File: src/rtl/uart_rx_param_if.sv
// Parallel-side bundle of uart_rx_param: held word with valid/ready handshake plus per-frame error pulses.
interface uart_rx_param_if #(
    parameter int DATA_WIDTH = 8
);
    logic [DATA_WIDTH-1:0] p_data;
    logic                  out_valid;
    logic                  out_ready;
    logic                  par_err;
    logic                  stp_err;
    logic                  overrun;

    modport master (output p_data, output out_valid, output par_err, output stp_err, output overrun,
                    input  out_ready);
    modport slave  (input  p_data, input  out_valid, input  par_err, input  stp_err, input  overrun,
                    output out_ready);
endinterface

File: src/rtl/uart_rx_param.sv
// Oversampled UART receiver with majority vote, glitch reject and a one-deep output holding stage.
// Outputs register one cycle after the last stop bit's centre sample; a full, stalled stage drops new words as OVERRUN.
module uart_rx_param #(
    parameter int DATA_WIDTH = 8,
    parameter int PRESC_W    = 6
) (
    input  logic               i_clk,
    input  logic               i_rst,
    input  logic               i_rx_in,
    input  logic               i_par_en,
    input  logic               i_par_typ,
    input  logic               i_stop2,
    input  logic [PRESC_W-1:0] i_prescale,
    uart_rx_param_if.master    o_rx
);
    typedef enum logic [2:0] {S_IDLE, S_START, S_DATA, S_PARITY, S_STOP} state_t;

    state_t                r_state, w_next;
    logic                  r_rx_meta, r_rx_s;
    logic                  r_par_en, r_par_typ, r_stop2;
    logic [PRESC_W-1:0]    r_presc, r_edge_cnt;
    logic [3:0]            r_bit_cnt;
    logic [DATA_WIDTH-1:0] r_shift;
    logic                  r_s0, r_s1, r_par_bad, r_stp_bad, r_wait_hi;
    logic [DATA_WIDTH-1:0] r_p_data;
    logic                  r_out_valid, r_par_err, r_stp_err, r_overrun;

    logic [PRESC_W-1:0]    w_half, w_pre_pt, w_mid_pt, w_end_pt;
    logic                  w_mid, w_end, w_maj, w_last_data, w_last_stop;
    logic                  w_start_go, w_shift_en, w_par_chk, w_stop_smp, w_decide;
    logic                  w_stp_fail, w_good;

    assign w_half      = r_presc >> 1;
    assign w_pre_pt    = w_half - PRESC_W'(1);
    assign w_mid_pt    = w_half + PRESC_W'(1);
    assign w_end_pt    = r_presc - PRESC_W'(1);
    assign w_mid       = (r_edge_cnt == w_mid_pt);
    assign w_end       = (r_edge_cnt == w_end_pt);
    assign w_maj       = (r_s0 & r_s1) | (r_s0 & r_rx_s) | (r_s1 & r_rx_s);
    assign w_last_data = (r_bit_cnt == 4'(DATA_WIDTH - 1));
    assign w_last_stop = !r_stop2 || (r_bit_cnt == 4'd1);
    assign w_stp_fail  = r_stp_bad | ~w_maj;

    always_ff @(posedge i_clk) begin
        if (i_rst) r_state <= S_IDLE;
        else       r_state <= w_next;
    end

    always_comb begin
        w_next = r_state;
        case (r_state)
            S_IDLE:   if (!r_rx_s && !r_wait_hi) w_next = S_START;
            S_START:  if (w_mid && w_maj) w_next = S_IDLE;
                      else if (w_end)     w_next = S_DATA;
            S_DATA:   if (w_end && w_last_data) w_next = r_par_en ? S_PARITY : S_STOP;
            S_PARITY: if (w_end) w_next = S_STOP;
            // Leave at the last stop's centre so the next start edge is not missed.
            S_STOP:   if (w_mid && w_last_stop) w_next = S_IDLE;
            default:  w_next = S_IDLE;
        endcase
    end

    always_comb begin
        w_start_go = (r_state == S_IDLE) && (w_next == S_START);
        w_shift_en = (r_state == S_DATA) && w_mid;
        w_par_chk  = (r_state == S_PARITY) && w_mid;
        w_stop_smp = (r_state == S_STOP) && w_mid;
        w_decide   = w_stop_smp && w_last_stop;
        w_good     = w_decide && !w_stp_fail && !r_par_bad;
    end

    always_ff @(posedge i_clk) begin
        if (i_rst) begin
            r_rx_meta  <= 1'b1;
            r_rx_s     <= 1'b1;
            r_par_en   <= 1'b0;
            r_par_typ  <= 1'b0;
            r_stop2    <= 1'b0;
            r_presc    <= '0;
            r_edge_cnt <= '0;
            r_bit_cnt  <= '0;
            r_shift    <= '0;
            r_s0       <= 1'b1;
            r_s1       <= 1'b1;
            r_par_bad  <= 1'b0;
            r_stp_bad  <= 1'b0;
            r_wait_hi  <= 1'b0;
        end else begin
            r_rx_meta <= i_rx_in;
            r_rx_s    <= r_rx_meta;
            if (r_rx_s) r_wait_hi <= 1'b0;
            // The detection cycle in IDLE is edge 0 of the start bit, so counting resumes at 1.
            if (w_start_go) begin
                r_par_en   <= i_par_en;
                r_par_typ  <= i_par_typ;
                r_stop2    <= i_stop2;
                r_presc    <= i_prescale;
                r_edge_cnt <= PRESC_W'(1);
                r_bit_cnt  <= '0;
                r_par_bad  <= 1'b0;
                r_stp_bad  <= 1'b0;
            end else if (r_state != S_IDLE) begin
                r_edge_cnt <= w_end ? '0 : r_edge_cnt + PRESC_W'(1);
                if (w_end)
                    r_bit_cnt <= (((r_state == S_DATA) && !w_last_data) || (r_state == S_STOP))
                                 ? r_bit_cnt + 4'd1 : 4'd0;
            end
            if (r_edge_cnt == w_pre_pt) r_s0 <= r_rx_s;
            if (r_edge_cnt == w_half)   r_s1 <= r_rx_s;
            if (w_shift_en) r_shift <= {w_maj, r_shift[DATA_WIDTH-1:1]};
            if (w_par_chk)  r_par_bad <= (w_maj != (^r_shift ^ r_par_typ));
            if (w_stop_smp && !w_maj) r_stp_bad <= 1'b1;
            // A failed stop usually means a held-low line; re-arm only after it returns high.
            if (w_decide && w_stp_fail) r_wait_hi <= 1'b1;
        end
    end

    always_ff @(posedge i_clk) begin
        if (i_rst) begin
            r_p_data    <= '0;
            r_out_valid <= 1'b0;
            r_par_err   <= 1'b0;
            r_stp_err   <= 1'b0;
            r_overrun   <= 1'b0;
        end else begin
            r_par_err <= w_decide && r_par_bad;
            r_stp_err <= w_decide && w_stp_fail;
            r_overrun <= w_good && r_out_valid && !o_rx.out_ready;
            if (w_good && (!r_out_valid || o_rx.out_ready)) begin
                r_p_data    <= r_shift;
                r_out_valid <= 1'b1;
            end else if (r_out_valid && o_rx.out_ready) begin
                r_out_valid <= 1'b0;
            end
        end
    end

    assign o_rx.p_data    = r_p_data;
    assign o_rx.out_valid = r_out_valid;
    assign o_rx.par_err   = r_par_err;
    assign o_rx.stp_err   = r_stp_err;
    assign o_rx.overrun   = r_overrun;
endmodule

File: src/flat_wrapper.sv
// flat-port wrapper written by rule: the top's interface ports become plain ports
module uart_rx_param_flat 
#(
    parameter int DATA_WIDTH = 8,
    parameter int PRESC_W    = 6
)
  (i_clk, i_rst, i_rx_in, i_par_en, i_par_typ, i_stop2, i_prescale, o_rx_p_data, o_rx_out_valid, o_rx_par_err, o_rx_stp_err, o_rx_overrun, o_rx_out_ready);
  uart_rx_param_if #(.DATA_WIDTH(DATA_WIDTH)) o_rx_i ();
  input  logic i_clk;
  input  logic i_rst;
  input  logic i_rx_in;
  input  logic i_par_en;
  input  logic i_par_typ;
  input  logic i_stop2;
  input  logic [PRESC_W-1:0] i_prescale;
  output wire logic [$bits(o_rx_i.p_data)-1:0] o_rx_p_data;
  output wire logic [$bits(o_rx_i.out_valid)-1:0] o_rx_out_valid;
  output wire logic [$bits(o_rx_i.par_err)-1:0] o_rx_par_err;
  output wire logic [$bits(o_rx_i.stp_err)-1:0] o_rx_stp_err;
  output wire logic [$bits(o_rx_i.overrun)-1:0] o_rx_overrun;
  input wire logic [$bits(o_rx_i.out_ready)-1:0] o_rx_out_ready;
  assign o_rx_p_data = o_rx_i.p_data;
  assign o_rx_out_valid = o_rx_i.out_valid;
  assign o_rx_par_err = o_rx_i.par_err;
  assign o_rx_stp_err = o_rx_i.stp_err;
  assign o_rx_overrun = o_rx_i.overrun;
  assign o_rx_i.out_ready = o_rx_out_ready;
  uart_rx_param #(.DATA_WIDTH(DATA_WIDTH), .PRESC_W(PRESC_W)) u_core (.i_clk(i_clk), .i_rst(i_rst), .i_rx_in(i_rx_in), .i_par_en(i_par_en), .i_par_typ(i_par_typ), .i_stop2(i_stop2), .i_prescale(i_prescale), .o_rx(o_rx_i));
endmodule
File: config.mk
export PLATFORM = sky130hd
export DESIGN_NAME = uart_rx_param_flat
export DESIGN_NICKNAME = d
export VERILOG_FILES = /design/src/rtl/uart_rx_param_if.sv /design/src/rtl/uart_rx_param.sv /design/src/flat_wrapper.sv
export SDC_FILE = /design/constraint.sdc
export NUM_CORES = 1
export LEC_CHECK = 0
export ABC_AREA = 1
export BUFFER_PORTS_ARGS = -buffer_cell sky130_fd_sc_hd__clkbuf_2
export CAP_MARGIN = 25
export CELL_PAD_IN_SITES_DETAIL_PLACEMENT = 0
export CELL_PAD_IN_SITES_GLOBAL_PLACEMENT = 1
export CORE_UTILIZATION = 44
export CTS_BUF_LIST = sky130_fd_sc_hd__clkbuf_2 sky130_fd_sc_hd__clkbuf_4 sky130_fd_sc_hd__clkbuf_8
export CTS_CLUSTER_SIZE = 24
export DETAILED_ROUTE_END_ITERATION = 12
export PLACE_DENSITY = 0.81
export SLEW_MARGIN = 40
export SYNTH_ARGS = -nofsm -noshare
export SYNTH_HDL_FRONTEND = slang
export SYNTH_SLANG_ARGS = --single-unit
File: constraint.sdc
create_clock -name i_clk -period 2.55 [get_ports i_clk]
set_clock_uncertainty 0.1 [all_clocks]
set_input_delay 0.51 -clock i_clk [delete_from_list [all_inputs] [get_ports i_clk]]
set_output_delay 0.51 -clock i_clk [all_outputs]
set_load 0.02 [all_outputs]
; Yosys cells after proc, flatten, opt, wreduce, memory -nomap -nowiden
; Cells that the tools add are included.
[op_classes]
addsub = 5
eq_ne = 12
mux = 19
n_bitwise = 8
reduce_logical = 41
[op_table]
columns = cell, count
row1 = two-way mux 3 bit, 7
row2 = logical AND 1 bit, 19
row3 = == test 6 bit, 3
row4 = one-hot mux 3 bit (5 select lines), 1
row5 = nonzero test 2 bit, 5
row6 = logical NOT 1 bit, 9
row7 = two-way mux 1 bit, 9
row8 = parity 8 bit, 1
row9 = "adder 5 x 1 -> 6 bit, second input constant", 1
row10 = "adder 6 x 1 -> 6 bit, second input constant", 1
row11 = "== test 3 x 1 -> 1 bit, second input constant", 2
row12 = "== test 3 x 2 -> 1 bit, second input constant", 2
row13 = == test 6 x 5 -> 1 bit, 1
row14 = two-way mux 6 bit, 1
row15 = "subtractor 5 x 1 -> 6 bit, second input constant", 1
row16 = "subtractor 6 x 1 -> 6 bit, second input constant", 1
row17 = "adder 4 x 1 -> 4 bit, second input constant", 1
row18 = "== test 4 x 1 -> 1 bit, second input constant", 1
row19 = "== test 4 x 3 -> 1 bit, second input constant", 1
row20 = two-way mux 4 bit, 1
row21 = AND 1 bit, 3
row22 = "== test 3 bit, second input constant", 1
row23 = logical NOT 3 bit, 1
row24 = logical OR 1 bit, 3
row25 = other kinds (7), 9
[word_totals]
reg_bits = 49
input_bits = 13
out_inout_bits = 12
word_cells = 106

; Depth between registers and ports, before layout
; Gate-level depths: netlist of the first run.
[logic_depth]
depth_word = 10
depth_mapped = 17
depth_no_buf = 16

; Least setup slack after synthesis of the first run
; Ideal clock, no wire load.
[synth_path]
kind = flip-flop to flip-flop
startpoint = register u_core.r_presc[2]
endpoint = register u_core.r_p_data[1], in the netlist u_core.o_rx.p_data[1]
setup_time_ns = 0.113
arrival_time_ns = 1.990
required_time_ns = 2.337
path_slack_ns = 0.348
stages_incl_launch_ff = 17
n_path_buf = 1
synth_period_minus_slack_ns = 2.202
path_cell_list = dfxtp_1 -> inv_1 -> ha_1 -> inv_1 -> nand2_1 -> nand2_1 -> nor2_1 -> nand2_1 -> nor2_4 -> nand2_4 -> inv_6 -> nand3_4 -> nor2_4 -> nand2_4 -> buf_6 -> nor2_1 -> nor2_1
[synth_between]
elab_chain_cells = 7
[synth_lines]
columns = item, line
row1 = start: declaration, uart_rx_param.sv:21  ; logic [PRESC_W-1:0] r_presc, r_edge_cnt;
row2 = start signal: assignment, uart_rx_param.sv:97  ; r_presc <= i_prescale;
row3 = adder 5 x 1 -> 6 bit, uart_rx_param.sv:35  ; assign w_mid_pt = w_half + PRESC_W'(1);
row4 = == test 6 bit, uart_rx_param.sv:37  ; assign w_mid = (r_edge_cnt == w_mid_pt);
row5 = logical AND 1 bit, uart_rx_param.sv:67  ; w_stop_smp = (r_state == S_STOP) && w_mid;
row6 = logical AND 1 bit, uart_rx_param.sv:68  ; w_decide = w_stop_smp && w_last_stop;
row7 = logical AND 1 bit (2 in a row), uart_rx_param.sv:69  ; w_good = w_decide && !w_stp_fail && !r_par_bad;
row8 = logical AND 1 bit, uart_rx_param.sv:129  ; if (w_good && (!r_out_valid || o_rx.out_ready)) begin
row9 = end signal: assignment, uart_rx_param.sv:130  ; r_p_data <= r_shift;
row10 = end: declaration, uart_rx_param.sv:25  ; logic [DATA_WIDTH-1:0] r_p_data;
; No other way between the ends.
; A chain may end at the register's enable or synchronous reset.

; Worst setup path in the final report of the first run
[layout_path]
startpoint = register u_core.r_presc[1]
endpoint = register u_core.r_p_data[4], in the netlist u_core.o_rx.p_data[4]
; The elaborated chain is that of the path after synthesis.

==> results.sh, run 1 <==
export IMPL_outcome="completed"
export IMPL_wl_um=5980
export IMPL_io_buffers=24
export IMPL_post_route_period_util_pct=88.3
export IMPL_hold_viol=0
export IMPL_drt_iter0_drc=95
export IMPL_grt_max_degree=19
export IMPL_yosysTopAreaCell="dfxtp_1"
export IMPL_hold_buffers=0
export IMPL_timing_rr_start="u_core.r_presc[1]"
export IMPL_core_um2=5890
export IMPL_relSlewSlack_pct=70.4
export IMPL_crit_arrival_ns=2.40
export IMPL_yosysSeqAreaShare_pct=36.7
export IMPL_crit_type="reg2reg"
export IMPL_drive_above_1_share_pct=15.0
export IMPL_grt_util_all_layers_pct=20.2
export IMPL_avgSynthCellArea_um2=6.91
export IMPL_synthesis_nets=407
export IMPL_min_delay_start="i_rx_in"
export IMPL_fin_cells=494
export IMPL_ctsHtreeMaxLevel=2
export IMPL_synth_area_leaders="dfxtp_1, nand2_1, nor2_1"
export IMPL_netlist_instances=387
export IMPL_rr_endpoint="u_core.o_rx.p_data[4]"
export IMPL_crit_fanout=16
export IMPL_overflow=0
export IMPL_multi_input_area_um2=1440
export IMPL_reg2reg_slack_ns=0.30
export IMPL_vias=2383
export IMPL_synth_top_cell_area_share_pct=36.7
export IMPL_hold_class="in2reg"
export IMPL_area_delta_synth_final_pct=11.7
export IMPL_dr_pass1_iters=4
export IMPL_finalWeightedCongestion=0.888
export IMPL_clock_latency_ns=0.31
export IMPL_drc=0
export IMPL_tns_ns=0
export IMPL_row_count=28
export IMPL_rsz0062_at_grt="no"
export IMPL_chipWidth_um=80.0
export IMPL_holdPathStages=2
export IMPL_ir_drop_v=0.000241
export IMPL_mostFrequentLayoutCells="nand2_1, dfxtp_1, nor2_1, inv_1, nand3_1"
export IMPL_place_ws_ns=0.319
export IMPL_setup_slack_ns=0.298
export IMPL_max_cap_viol_count=0
export IMPL_die_area_um2=6400
export IMPL_synth_edff_count=0
export IMPL_place_inst=486
export IMPL_grt_pass1_wl_um=9810
export IMPL_finalSetupViolCount=0
export IMPL_cts_sinks=49
export IMPL_final_common_cell="nand2_1"
export IMPL_antennaDiodeCount=0
export IMPL_start_kind="flip-flop"
export IMPL_worstMarginPinSlew_ns=0.439
export IMPL_die_h_um=80.0
export IMPL_synthDistinctLibCells=34
export IMPL_antenna_found_initial=0
export IMPL_cts_clk_slew_worst_paths_ns=0.09
export IMPL_yosys_warnings=0
export IMPL_wl_per_cell_um=12.1
export IMPL_cts_buffer_depth=2
export IMPL_seq_area_um2=981
export IMPL_ys_seq_elements=49
export IMPL_fill_cells=633
export IMPL_ant_nets=0
export IMPL_layout_nets=438
export IMPL_maxSlewViolCount=0
export IMPL_postCtsResizedCells=0
export IMPL_cts_buffers=5
export IMPL_start_util_pct=45.5
export IMPL_via_per_inst=4.82
export IMPL_power_leakage_nw=1.36
export IMPL_hold_end="u_core.r_rx_meta"
export IMPL_cts_setup_buffers=0
export IMPL_whs_ns=0.291
export IMPL_dpl_hpwl_um=4530
export IMPL_cts_root_buffer="clkbuf_8"
export IMPL_ys_dominant_reg_cell="dfxtp_1"
export IMPL_synth_area_um2=2680
export IMPL_cts_tree="yes"
export IMPL_crit_required_ns=2.70
export IMPL_end_kind="flip-flop"
export IMPL_fin_crit_ns=2.25
export IMPL_num_io_pins=25
export IMPL_synthArstFlopShare_pct=0
export IMPL_grt_pass1_vias=2136
export IMPL_fmax_mhz=444
export IMPL_cellPowerDensity_nw_per_um2=520
export IMPL_ff2ff_path_depth=14
==> worst max-delay path, cell delays in order (launching register included) <==
cell and delay, ns:
dfxtp_1 0.33, buf_4 0.15, ha_1 0.23, or2_2 0.29, nand3_1 0.07, nand2_1 0.09
nor2_4 0.14, nand2_4 0.09, inv_6 0.11, nand3_4 0.08, nor2_4 0.13, nand2_4 0.14
nand2_1 0.09, nand2_1 0.05, nor2_1 0.10
==> power breakdown <==
| group | switching, mW | leakage (nW) | internal (mW) |
|---|---|---|---|
| combinational | 0.173 | 0.923 | 0.0987 |
| clock | 0.274 | 0.0445 | 0.195 |
| sequential | 0.0248 | 0.397 | 0.787 |
==> through the flow <==
step                instance area (um2)  total power [mW]  util (%)
floorplan                          2680              1.03         -
global placement                   2900              1.10      49.3
detailed placement                 2900              1.10      49.3
CTS                                2990              1.58      50.8
global route                       2990              1.64      50.8
finish                             2990              1.55      50.8
==> synth_stat cells, types with 3 or more instances <==
| cell | instances |
|---|---|
| nor2_1 | 48 |
| nor3_1 | 7 |
| nand2_2 | 5 |
| nor2_4 | 3 |
| inv_1 | 45 |
| inv_2 | 5 |
| a21oi_1 | 22 |
| xor2_1 | 13 |
| dfxtp_1 | 49 |
| nand4_1 | 4 |
| or2_2 | 3 |
| o21ai_0 | 16 |
| nand3_1 | 27 |
| xnor2_1 | 9 |
| clkbuf_1 | 4 |
| ha_1 | 7 |
| nand2_1 | 97 |
==> layer usage <==
metal  part of all wire (%)  track usage, %
met2                     43            31.8
met1                     50            27.4
met5                      0               0
met4                    1.8            6.25
met3                    5.4            4.34
==> cell type report <==
cell class              instances  share of cell area, %
repair buffers                 32                   6.03
well taps                      75                   3.14
flip-flops and latches         49                   32.8
multi-input cells             277                   48.2
inverters                      53                   6.82
clock inverters                 3                  0.712
clock buffers                   5                   2.30
==> cells by family (layout without fill, tap and decap cells) <==
logic type                 count (synthesis)  count (layout)  share of synthesized area [%]
xor gates and xnor gates                  22              22                           7.20
and+or+nand+nor                          202             202                           33.9
adders and majority gates                  7               7                           3.27
DFF                                       49              49                           36.7
buffers and inverters                     61              93                           9.49
AOI/OAI and AO/OA                         46              46                           9.50
==> registers in the layout, indices dropped and copies added, names as in the netlist, 3 cells and up <==
name	flops
u_core.o_rx.p_data	8
u_core.r_bit_cnt	4
u_core.r_edge_cnt	6
u_core.r_presc	6
u_core.r_shift	8
u_core.r_state	3
==> worst max path at each step <==
stage	start	endpoint	slack [ns]	depth (start not counted)
finish	u_core.r_presc[1]	u_core.o_rx.p_data[4]	0.30	14
global route	u_core.r_presc[2]	u_core.o_rx.p_data[4]	0.08	16
CTS	u_core.r_presc[1]	u_core.o_rx.p_data[4]	0.29	14
detailed placement	u_core.r_presc[1]	u_core.o_rx.p_data[4]	0.32	14
global placement	u_core.r_presc[1]	u_core.o_rx.p_data[2]	0.33	13
floorplan	u_core.r_presc[2]	u_core.o_rx.p_data[1]	0.35	16
Power figures use the tool's default switching activity.
==> run 2: changes to the inputs <==
Settings changed: CELL_PAD_IN_SITES_DETAIL_PLACEMENT 0 to 1.
==> results.sh, run 2 (synthesis gave the netlist of run 1 again) <==
export IMPL_ant_nets=0
export IMPL_whs_ns=0.302
export IMPL_timing_rr_start="u_core.r_presc[1]"
export IMPL_startpoint="u_core.r_presc[1]"
export IMPL_post_route_period_util_pct=87.9
export IMPL_antenna_found_initial=0
export IMPL_num_io_pins=25
export IMPL_hold_buffers=0
export IMPL_finalWeightedCongestion=0.888
export IMPL_via_per_inst=5.07
export IMPL_max_cap_viol_count=0
export IMPL_final_core_util_pct=50.8
export IMPL_chipWidth_um=80.0
export IMPL_finalSetupViolCount=0
export IMPL_p_sw_share_pct=31.1
export IMPL_relSlewSlack_pct=68.8
export IMPL_comb_power_share_pct=17.9
export IMPL_fill_cells=791
export IMPL_start_kind="flip-flop"
export IMPL_rsz0062_at_grt="no"
export IMPL_grt_pass1_vias=2430
export IMPL_drive_above_1_share_pct=15.0
export IMPL_drt_iter0_drc=85
export IMPL_row_count=28
export IMPL_mostFrequentLayoutCells="nand2_1, dfxtp_1, nor2_1, inv_1, nand3_1"
export IMPL_grt_max_degree=19
export IMPL_wl_per_cell_um=14.0
export IMPL_min_delay_start="i_rx_in"
export IMPL_p_seq_share_pct=51.8
export IMPL_crit_required_ns=2.69
export IMPL_postCtsResizedCells=0
export IMPL_final_common_cell="nand2_1"
export IMPL_power_leakage_nw=1.36
export IMPL_layout_nets=438
export IMPL_cellPowerDensity_nw_per_um2=525
export IMPL_crit_arrival_ns=2.39
export IMPL_end_kind="flip-flop"
export IMPL_cts_buffer_depth=2
export IMPL_drc=0
export IMPL_hold_viol=0
export IMPL_fmax_mhz=446
export IMPL_outcome="completed"
export IMPL_maxSlewViolCount=0
export IMPL_cts_tree="yes"
export IMPL_cts_sinks=49
export IMPL_crit_fanout=16
export IMPL_clock_latency_ns=0.30
export IMPL_tns_ns=0
export IMPL_fin_crit_ns=2.24
export IMPL_hold_class="in2reg"
export IMPL_vias=2503
export IMPL_wl_um=6890
export IMPL_antennaDiodeCount=0
export IMPL_worstMarginPinSlew_ns=0.467
export IMPL_ctsHtreeMaxLevel=2
export IMPL_dpl_hpwl_um=5410
export IMPL_overflow=0
export IMPL_cts_clk_slew_worst_paths_ns=0.09
export IMPL_ir_drop_v=0.000224
export IMPL_grt_util_all_layers_pct=23.2
export IMPL_die_area_um2=6400
export IMPL_crit_type="reg2reg"
export IMPL_cts_buffers=5
export IMPL_reg2reg_slack_ns=0.31
export IMPL_p_switching_mw=0.489
export IMPL_area_delta_synth_final_pct=11.7
export IMPL_die_h_um=80.0
export IMPL_clockPowerShare_pct=30.3
export IMPL_io_buffers=24
export IMPL_cts_setup_buffers=0
export IMPL_grt_pass1_wl_um=11300
export IMPL_intPower_mw=1.08
export IMPL_dr_pass1_iters=4
export IMPL_core_um2=5890
export IMPL_cts_root_buffer="clkbuf_8"
export IMPL_start_util_pct=45.5
run 2: path summary, 6_finish.rpt:
path,depth (start not counted),endpoint
worst max-delay path,14,u_core.o_rx.p_data[4]
worst min register to register,1,u_core.r_rx_s
worst min-delay path,2,u_core.r_rx_meta
worst max register to register,14,u_core.o_rx.p_data[4]
run 2: area by class of cell:
type | instances | area [um2] | share of cell area [%]
multi-input cells | 277 | 1440 | 48.2
flip-flops and latches | 49 | 981 | 32.8
inverters | 53 | 204 | 6.82
repair buffers | 32 | 180 | 6.03
well taps | 75 | 93.8 | 3.14
clock buffers | 5 | 68.8 | 2.30
clock inverters | 3 | 21.3 | 0.712
run 2: power groups by stage:
| stage | logic (mW) | clock network, mW | registers, mW |
|---|---|---|---|
| 5_1_grt | 0.316 | 0.517 | 0.818 |
| 3_5_place_dp | 0.282 | 0 | 0.832 |
| 4_1_cts | 0.284 | 0.495 | 0.814 |
| 2_1_floorplan | 0.208 | 0 | 0.825 |
| 3_3_place_gp | 0.274 | 0 | 0.830 |
| 6_report | 0.282 | 0.475 | 0.813 |
run 2: per-layer routing:
| metal | wire length (um) | vias to the layer above | global-route usage (%) |
|---|---|---|---|
| met4 | 100 | 0 | 7.32 |
| met5 | 0 | - | 0 |
| li1 | - | 1279 | - |
| met3 | 183 | 9 | 3.77 |
| met2 | 3280 | 40 | 38.4 |
| met1 | 3330 | 1175 | 30.6 |
run 2: metrics by stage:
step	power (mW)	std cells	setup slack [ns]	cell area [um2]
6_report	1.57	494	0.308	2990
5_1_grt	1.65	494	0.0840	2990
4_1_cts	1.59	494	0.276	2990
3_5_place_dp	1.11	486	0.301	2900
3_3_place_gp	1.10	486	0.333	2900
2_1_floorplan	1.03	387	0.348	2680
run 2: critical path, stage by stage (launching register included):
cell and delay, ns:
dfxtp_1 0.33, buf_4 0.15, ha_1 0.23, or2_2 0.29
nand3_1 0.07, nand2_1 0.09, nor2_4 0.14, nand2_4 0.09
inv_6 0.11, nand3_4 0.08, nor2_4 0.13, nand2_4 0.14
nand2_1 0.09, nand2_1 0.05, nor2_1 0.09
==> run 3: changes to the inputs <==
Settings changed: REMOVE_ABC_BUFFERS from default to 1.
==> results.sh, run 3 (synthesis gave the netlist of run 1 again) <==
export IMPL_cts_sinks=49
export IMPL_chipWidth_um=80.0
export IMPL_wl_per_cell_um=14.1
export IMPL_row_count=28
export IMPL_drc=0
export IMPL_crit_fanout=16
export IMPL_layout_nets=439
export IMPL_post_route_period_util_pct=87.8
export IMPL_crit_arrival_ns=2.35
export IMPL_grt_pass1_wl_um=11700
export IMPL_start_kind="flip-flop"
export IMPL_antennaDiodeCount=0
export IMPL_area_delta_synth_final_pct=12.0
export IMPL_antenna_found_initial=0
export IMPL_dpl_hpwl_um=5430
export IMPL_via_per_inst=5.11
export IMPL_setup_slack_ns=0.311
export IMPL_ant_nets=0
export IMPL_crit_family="simple AND/OR/NAND/NOR gates"
export IMPL_grt_max_degree=18
export IMPL_power_leakage_nw=1.37
export IMPL_path_cells="buf_4 > ha_1 > or2_2 > nand3_1 > nand2_1 > nor2_4 > nand2_4 > inv_6 > nand3_4 > nor2_4 > nand2_4 > nor2_1 > nor2_1"
export IMPL_ctsHtreeMaxLevel=2
export IMPL_crit_type="reg2reg"
export IMPL_io_buffers=24
export IMPL_vias=2531
export IMPL_min_delay_start="i_rx_in"
export IMPL_max_cap_viol_count=0
export IMPL_cts_buffer_depth=2
export IMPL_grt_util_all_layers_pct=23.3
export IMPL_fmax_mhz=447
export IMPL_die_area_um2=6400
export IMPL_cellPowerDensity_nw_per_um2=530
export IMPL_critPathBufInv=2
export IMPL_rr_endpoint="u_core.o_rx.p_data[5]"
export IMPL_final_common_cell="nand2_1"
export IMPL_ff2ff_path_depth=13
export IMPL_hold_end="u_core.r_rx_meta"
export IMPL_core_um2=5890
export IMPL_stdcell_area_um2=3000
export IMPL_tns_ns=0
export IMPL_whs_ns=0.288
export IMPL_drive_above_1_share_pct=15.2
export IMPL_mostFrequentLayoutCells="nand2_1, dfxtp_1, nor2_1, inv_1, nand3_1"
export IMPL_cts_clk_slew_worst_paths_ns=0.09
export IMPL_cts_setup_buffers=0
export IMPL_hold_buffers=0
export IMPL_rsz0062_at_grt="no"
export IMPL_crit_slowest_cell="dfxtp_1"
export IMPL_fill_cells=814
export IMPL_worstMarginPinSlew_ns=0.445
export IMPL_place_ws_ns=0.299
export IMPL_cts_root_buffer="clkbuf_8"
export IMPL_relSlewSlack_pct=70.0
export IMPL_outcome="completed"
export IMPL_finalWeightedCongestion=0.900
export IMPL_maxSlewViolCount=0
export IMPL_reg2reg_slack_ns=0.31
export IMPL_wl_um=6980
export IMPL_crit_required_ns=2.66
export IMPL_fin_crit_ns=2.24
export IMPL_timing_rr_start="u_core.r_presc[1]"
export IMPL_num_io_pins=25
export IMPL_die_h_um=80.0
export IMPL_clock_latency_ns=0.31
export IMPL_finalSetupViolCount=0
export IMPL_drt_iter0_drc=136
export IMPL_dr_pass1_iters=5
export IMPL_grt_pass1_vias=2491
export IMPL_ir_drop_v=0.000267
export IMPL_hold_class="in2reg"
export IMPL_end_kind="flip-flop"
export IMPL_postCtsResizedCells=0
export IMPL_cts_buffers=5
export IMPL_fin_cells=495
export IMPL_final_core_util_pct=50.9
export IMPL_holdPathStages=2
export IMPL_overflow=0
export IMPL_max_stage_delay_ns=0.33
export IMPL_placed_area_um2=2910
export IMPL_hold_viol=0
export IMPL_total_power_mw=1.59
export IMPL_place_inst=487
export IMPL_cts_tree="yes"
export IMPL_start_util_pct=45.5
run 3: changes by cell type in the layout (fill, tap and decap cells not counted):
cell	before	now
clkinvlp_4	1	0
clkbuf_4	0	1
buf_4	8	9
run 3: where the power goes:
part / leakage [nW] / switching [mW] / internal [mW]
registers: 0.397 / 0.0261 / 0.787
logic: 0.929 / 0.190 / 0.101
clock network: 0.0490 / 0.277 / 0.207
run 3: metal layers:
layer  wire, um  up-vias  global-route usage, %
met4         56        0                   4.64
met3        194        8                   3.54
met2       3050       37                   36.2
met5          0        -                      0
li1           -     1280                      -
met1       3680     1206                   34.0
run 3: final cells by class:
cell class | instances | area (um2) | share of cell area (%)
multi-input combinational | 277 | 1440 | 48.1
sequential | 49 | 981 | 32.7
inverter | 53 | 204 | 6.81
timing repair buffer | 33 | 188 | 6.26
tap | 75 | 93.8 | 3.13
clock buffer | 6 | 76.3 | 2.55
clock inverter | 2 | 13.8 | 0.459
run 3: worst max-delay path by stage:
stage | start | end | slack (ns) | cells past startpoint
after floorplan | u_core.r_presc[2] | u_core.o_rx.p_data[0] | 0.43 | 15
after global placement | u_core.r_presc[1] | u_core.o_rx.p_data[4] | 0.37 | 13
after detailed placement | u_core.r_presc[1] | u_core.o_rx.p_data[5] | 0.30 | 13
after CTS | u_core.r_presc[1] | u_core.o_rx.p_data[5] | 0.29 | 13
after global routing | u_core.r_presc[1] | u_core.o_rx.p_data[7] | 0.13 | 15
final | u_core.r_presc[1] | u_core.o_rx.p_data[5] | 0.31 | 13
